--- config.mk ---
export PLATFORM = sky130hd
export DESIGN_NAME = sort_hw_bubble_ctrl
export DESIGN_NICKNAME = d
export VERILOG_FILES = /design/src/rtl/sort_hw_ctrl_pkg.sv /design/src/rtl/sort_hw_cmp.sv /design/src/rtl/sort_hw_bubble_ctrl.sv
export SDC_FILE = /design/constraint.sdc
export NUM_CORES = 1
export LEC_CHECK = 0
export BUFFER_PORTS_ARGS = -buffer_cell sky130_fd_sc_hd__buf_2
export CORE_MARGIN = 5
export CORE_UTILIZATION = 50
export CTS_CLUSTER_DIAMETER = 120
export DETAILED_ROUTE_END_ITERATION = 8
export GPL_ROUTABILITY_DRIVEN = 0
export PLACE_DENSITY_LB_ADDON = 0.1
export SYNTH_ARGS = -nofsm -noshare
export SYNTH_HDL_FRONTEND = slang
export SYNTH_HIERARCHICAL = 1
export SYNTH_SLANG_ARGS = --single-unit
--- constraint.sdc ---
create_clock -name clk -period 7.5 [get_ports clk]
set_input_delay 0.375 -clock clk [delete_from_list [all_inputs] [get_ports clk]]
set_output_delay 0.375 -clock clk [all_outputs]
set_load 0.01 [all_outputs]
--- src/rtl/sort_hw_ctrl_pkg.sv ---
`default_nettype none
// ============================================================================
// Module   : sort_hw_ctrl_pkg
// Brief    : Shared state encoding and RAM timing constant for the bubble sorter.
// Revision : 1.0
// ============================================================================
package sort_hw_ctrl_pkg;

    localparam int RD_LATENCY = 1;

    typedef enum logic [2:0] {
        S_IDLE = 3'd0,
        S_RD_A = 3'd1,
        S_RD_B = 3'd2,
        S_CMP  = 3'd3,
        S_WR_A = 3'd4,
        S_WR_B = 3'd5,
        S_NEXT = 3'd6,
        S_DONE = 3'd7
    } state_t;

endpackage
`default_nettype wire

--- src/rtl/sort_hw_cmp.sv ---
`default_nettype none
// ============================================================================
// Module   : sort_hw_cmp
// Brief    : Combinational greater-than, unsigned or two's-complement.
// Revision : 1.0
// ============================================================================
module sort_hw_cmp #(
    parameter int DATA_W = 32
) (
    input  logic [DATA_W-1:0] a,
    input  logic [DATA_W-1:0] b,
    input  logic              signed_mode,
    output logic              gt
);

    always_comb begin
        gt = 1'b0;
        if (signed_mode) begin
            gt = ($signed(a) > $signed(b));
        end else begin
            gt = (a > b);
        end
    end

endmodule
`default_nettype wire

--- src/rtl/sort_hw_bubble_ctrl.sv ---
`default_nettype none
// ============================================================================
// Module   : sort_hw_bubble_ctrl
// Brief    : In-place bubble sort of a RAM region over a 1-cycle-latency port.
// Revision : 1.0
// ============================================================================
module sort_hw_bubble_ctrl
    import sort_hw_ctrl_pkg::*;
#(
    parameter int ADDR_W     = 11,
    parameter int DATA_W     = 32,
    parameter int SIGNED_CMP = 0
) (
    input  logic                clk,
    input  logic                reset_n,
    input  logic                start,
    input  logic [ADDR_W-1:0]   base,
    input  logic [ADDR_W:0]     length,
    output logic                busy,
    output logic                done,
    output logic                err,
    output logic [31:0]         swap_count,
    output logic [ADDR_W-1:0]   ram_address,
    output logic                ram_chipselect,
    output logic                ram_write,
    output logic [DATA_W-1:0]   ram_writedata,
    output logic [DATA_W/8-1:0] ram_byteenable,
    output logic                ram_clken,
    input  logic [DATA_W-1:0]   ram_readdata
);

    localparam logic [ADDR_W:0]   c_ONE   = (ADDR_W+1)'(1);
    localparam logic [ADDR_W:0]   c_TWO   = (ADDR_W+1)'(2);
    localparam logic [ADDR_W-1:0] c_ONE_A = ADDR_W'(1);
    localparam logic [ADDR_W+1:0] c_LIMIT = (ADDR_W+2)'(1) << ADDR_W;
    localparam logic              c_SIGNED_MODE = (SIGNED_CMP != 0);
    localparam logic [31:0]       c_CNT_MAX = 32'hFFFF_FFFF;

    state_t              r_state_q, w_state_d;
    logic [ADDR_W:0]     r_i_q, w_i_d;
    logic [ADDR_W:0]     r_last_q, w_last_d;
    logic [ADDR_W:0]     r_base_q, w_base_d;
    logic                r_swapped_q, w_swapped_d;
    logic [DATA_W-1:0]   r_a_q, w_a_d;
    logic [DATA_W-1:0]   r_b_q, w_b_d;
    logic [31:0]         r_swap_cnt_q, w_swap_cnt_d;
    logic                r_done_q;
    logic                r_err_q, w_err_d;

    logic                w_gt;
    logic [ADDR_W+1:0]   w_end;
    logic [ADDR_W-1:0]   w_addr_i;
    logic [ADDR_W-1:0]   w_addr_i1;

    // One extra bit beyond the address arithmetic so base+length up to 2^(ADDR_W+1)-1 cannot wrap.
    assign w_end     = {2'b00, base} + {1'b0, length};
    assign w_addr_i  = r_i_q[ADDR_W-1:0];
    assign w_addr_i1 = w_addr_i + c_ONE_A;

    sort_hw_cmp #(
        .DATA_W (DATA_W)
    ) u_cmp (
        .a           (r_a_q),
        .b           (ram_readdata),
        .signed_mode (c_SIGNED_MODE),
        .gt          (w_gt)
    );

    always_comb begin
        w_state_d      = r_state_q;
        w_i_d          = r_i_q;
        w_last_d       = r_last_q;
        w_base_d       = r_base_q;
        w_swapped_d    = r_swapped_q;
        w_a_d          = r_a_q;
        w_b_d          = r_b_q;
        w_swap_cnt_d   = r_swap_cnt_q;
        w_err_d        = 1'b0;
        ram_address    = '0;
        ram_chipselect = 1'b0;
        ram_write      = 1'b0;
        ram_writedata  = '0;

        case (r_state_q)
            S_IDLE: begin
                if (start) begin
                    if (length <= c_ONE) begin
                        w_state_d = S_DONE;
                    end else if (w_end > c_LIMIT) begin
                        w_err_d = 1'b1;
                    end else begin
                        w_base_d     = {1'b0, base};
                        w_i_d        = {1'b0, base};
                        w_last_d     = {1'b0, base} + length - c_TWO;
                        w_swapped_d  = 1'b0;
                        w_swap_cnt_d = '0;
                        w_state_d    = S_RD_A;
                    end
                end
            end
            S_RD_A: begin
                ram_chipselect = 1'b1;
                ram_address    = w_addr_i;
                w_state_d      = S_RD_B;
            end
            S_RD_B: begin
                ram_chipselect = 1'b1;
                ram_address    = w_addr_i1;
                w_a_d          = ram_readdata;
                w_state_d      = S_CMP;
            end
            S_CMP: begin
                // Strict greater-than keeps equal keys in place.
                w_b_d     = ram_readdata;
                w_state_d = w_gt ? S_WR_A : S_NEXT;
            end
            S_WR_A: begin
                ram_chipselect = 1'b1;
                ram_write      = 1'b1;
                ram_address    = w_addr_i;
                ram_writedata  = r_b_q;
                w_state_d      = S_WR_B;
            end
            S_WR_B: begin
                ram_chipselect = 1'b1;
                ram_write      = 1'b1;
                ram_address    = w_addr_i1;
                ram_writedata  = r_a_q;
                w_swapped_d    = 1'b1;
                if (r_swap_cnt_q != c_CNT_MAX) begin
                    w_swap_cnt_d = r_swap_cnt_q + 32'd1;
                end
                w_state_d = S_NEXT;
            end
            S_NEXT: begin
                if (r_i_q < r_last_q) begin
                    w_i_d     = r_i_q + c_ONE;
                    w_state_d = S_RD_A;
                end else if (!r_swapped_q || (r_last_q == r_base_q)) begin
                    w_state_d = S_DONE;
                end else begin
                    w_last_d    = r_last_q - c_ONE;
                    w_i_d       = r_base_q;
                    w_swapped_d = 1'b0;
                    w_state_d   = S_RD_A;
                end
            end
            S_DONE: begin
                w_state_d = S_IDLE;
            end
            default: begin
                w_state_d = S_IDLE;
            end
        endcase
    end

    always_ff @(posedge clk or negedge reset_n) begin
        if (!reset_n) begin
            r_state_q    <= S_IDLE;
            r_i_q        <= '0;
            r_last_q     <= '0;
            r_base_q     <= '0;
            r_swapped_q  <= 1'b0;
            r_a_q        <= '0;
            r_b_q        <= '0;
            r_swap_cnt_q <= '0;
            r_done_q     <= 1'b0;
            r_err_q      <= 1'b0;
        end else begin
            r_state_q    <= w_state_d;
            r_i_q        <= w_i_d;
            r_last_q     <= w_last_d;
            r_base_q     <= w_base_d;
            r_swapped_q  <= w_swapped_d;
            r_a_q        <= w_a_d;
            r_b_q        <= w_b_d;
            r_swap_cnt_q <= w_swap_cnt_d;
            r_done_q     <= (r_state_q == S_DONE);
            r_err_q      <= w_err_d;
        end
    end

    assign busy           = (r_state_q != S_IDLE);
    assign done           = r_done_q;
    assign err            = r_err_q;
    assign swap_count     = r_swap_cnt_q;
    assign ram_byteenable = '1;
    assign ram_clken      = 1'b1;

endmodule
`default_nettype wire

==> results.cfg <==
[pwr]
p_int_mw = 2.57
cellLeakagePower_nw = 5.40
cellPowerDensity_nw_per_um2 = 394
p_clk_share_pct = 19.3
p_sw_share_pct = 41.6
combPwrFrac_pct = 47.2
p_sw_mw = 1.83
ir_worst_vdd_mv = 0.230
seq_power_share_pct = 33.5

[critical_path]
reg2reg_from = r_last_q[4]$_DFFE_PN0P_
worst_path_most_repeated_cell = a221oi_1
required_ns = 7.77
path_max_fanout = 11
crit_path_start_kind = flip-flop
crit_arrival_ns = 3.66
r2r_setup_slack_ns = 4.12
crit_type = reg2reg
path_cells = inv_1 > ha_1 > a21o_1 > a221oi_1 > o21ai_1 > a221oi_1 > buf_4 > nand2b_1 > nor3_1 > nor2_1 > o221ai_1
critPathCaptureType = flip-flop
reg2reg_depth = 11
timing.rr.end = r_last_q[8]$_DFFE_PN0P_
cpPeakStageDelay_ns = 0.45
slowest_stage = dfrtp_1

[global_route]
overflow = 0
grt_max_degree = 88
grt_pass1_vias = 8068
track_usage_pct = 23.3
antenna_found_initial = 1
grt_first_pass_wirelength_um = 41800

[sta]
finalMaxSlewViolations = 0
setup_tns_ns = 0
tightest_slew_ns = 1.06
hold_viol = 1
fmax_mhz = 295
fin_crit_sh_pct = 45.1
maxSlewHeadroom_pct = 29.2
layout_setup_ws_ns = 4.12
rsz0062_at_grt = no
timing.hold.ws_ns = -0.0106
fin_crit_ns = 3.38
fin_skew_ns = 0.00996
setup_viol = 0

[cts]
cts_setup_buffers = 0
postCtsHoldBufs = 0
clkTransAtPathRegs_ns = 0.06
insertion_delay_ns = 0.42
htree_num_levels = 4
post_cts_resized = 0
cts_buffer_depth = 2
cts_tree = done
clk_root_buffer_cell = clkbuf_16
cts_inserted_buffers = 17
clock-sinks = 137

[synthesis]
synth_xor_area_share_pct = 3.88
synthMuxAreaShare_pct = 13.4
synthAdderAreaFrac_pct = 10.3
synth-simple-area-share_pct = 13.8
synth-compound-area-share_pct = 16.6
synth.area.top_cells = dfrtp_1, ha_1, mux2_2
syn-mean-instance-area_um2 = 9.18
ys_ff_latch = 137
synth_flop_cell = dfrtp_1
synth_cells = 1057
synth_commonest_cells = dfrtp_1, inv_1, nand2_1
synth_top_cell_by_area = dfrtp_1
synth.most_common_cell = dfrtp_1
async_reset_ff_share_pct = 100
synth_edf_count = 0
synth_top_family_by_area = compound AO/OA/AOI/OAI gates
syn_area_um2 = 9700
synth_top_area_share_pct = 35.3
synth-seq-area-share_pct = 35.3
synth.distinct_cells = 73
yosysWarnings = 6

[cells_and_area]
final_cell_area_um2 = 11200
finalNetCount = 1309
fill_cells = 1784
diodes = 0
regArea_um2 = 3430
area_growth_pct = 14.9
multi_input_area_um2 = 5660
drive_gt1_share_pct = 22.6

[placed_design]
io_buffers = 137
hpwl_um = 18600
dp_slack_ns = 4.06
place_area_um2 = 10600

[outcome]
status = finished, violations left
violations = negative hold slack

[detailed_routing]
drc = 0
drtAntennaViolNets = 0
dr.pass1.iters = 5
routedWlPerCell_um = 17.7
drt_wl_total_um = 25700
drt_iter0_drc = 467
vias_per_cell = 5.71
num_vias = 8275

[run]
cap_violations = 0

[floorplanning]
die-width_um = 149
initial_utilization_pct = 50.4
fp.dieH_um = 149
boundaryPins = 143
core_um2 = 19300
rows = 51
design.die.area_um2 = 22300

[min_path]
min_path_type = in2async
## flip-flops by register name, summed over array words and instances (netlist names)
name,flops
r_a_q,32
r_b_q,32
swap_count,32
r_i_q,12
r_last_q,12
r_base_q,11
r_state_q,3
done,1
err,1
r_swapped_q,1
## critical path: cells and delay by family, from the launching register on
kind | cells | cell delay [ns]
AO/OA/AOI/OAI | 5 | 1.10
adder cells (fa/ha/maj) | 1 | 0.30
buffers and inverters | 2 | 0.38
flip-flops | 1 | 0.45
AND/OR/NAND/NOR | 3 | 1.00
## cell type report
| type | instances | area share (%) |
|---|---|---|
| Multi-Input combinational cell | 768 | 50.7 |
| Clock inverter | 12 | 1.27 |
| Tap cell | 265 | 2.97 |
| Sequential cell | 137 | 30.8 |
| Timing Repair Buffer | 147 | 6.88 |
| Inverter | 101 | 3.40 |
| Clock buffer | 20 | 4.01 |
## placed cells by master, fill, tap and decap left out, types with 10 or more instances in the layout
master,count
a21o_1,14
nand4_1,15
xor2_1,32
mux2i_1,40
nand2_1,79
buf_2,136
o21a_1,10
nor2_1,69
xnor2_1,11
a31oi_1,35
nand3_1,24
nor4_1,14
a22oi_1,11
buf_4,10
ha_1,77
and3_1,20
inv_1,100
o22ai_1,19
mux2_2,66
clkbuf_16,17
nor3_1,16
a21oi_1,63
dfrtp_1,136
o21ai_0,36
## per-layer routing
metal,global-route usage (%),part of all wire [%],up-vias
met5,0,0.051,-
li1,-,-,3995
met3,5.80,5.6,27
met1,31.6,46,4030
met4,6.09,1.8,2
met2,37.5,47,221
## logic make-up after synthesis
group | after synthesis
simple gates | 275
compound gates | 248
buf+inv | 156
flops | 137
mux | 117
fa+ha+maj | 79
xor+xnor | 43
other cells | 2
## power by group through the flow
| stage | combinational [mW] | clock, mW | sequential [mW] |
|---|---|---|---|
| after floorplan | 1.55 | 0 | 1.37 |
| after global placement | 2.04 | 0 | 1.47 |
| after detailed placement | 2.08 | 0 | 1.48 |
| after CTS | 2.09 | 0.865 | 1.47 |
| after global routing | 2.31 | 0.895 | 1.53 |
| final | 2.08 | 0.847 | 1.47 |
## metrics by stage
step	power, mW	utilization (%)	cells
global placement	3.51	54.8	1418
detailed placement	3.55	54.8	1418
floorplan	2.92	-	1061
finish	4.40	57.9	1450
CTS	4.42	57.9	1450
global route	4.74	57.9	1450
## worst max path at each step
stage                       startpoint                       to  slack, ns  depth (start not counted)
3_3_place_gp                   base[0]  r_last_q[8]$_DFFE_PN0P_       4.12                         11
6_report       r_last_q[4]$_DFFE_PN0P_  r_last_q[8]$_DFFE_PN0P_       4.12                         11
3_5_place_dp                   base[0]  r_last_q[8]$_DFFE_PN0P_       4.06                         11
5_1_grt        r_last_q[4]$_DFFE_PN0P_  r_last_q[9]$_DFFE_PN0P_       3.94                         11
2_1_floorplan                  base[0]    r_i_q[10]$_DFFE_PN0P_       4.57                         11
4_1_cts        r_last_q[4]$_DFFE_PN0P_  r_base_q[5]$_DFFE_PN0P_       4.20                         11
(Power assumes the default switching activity.)
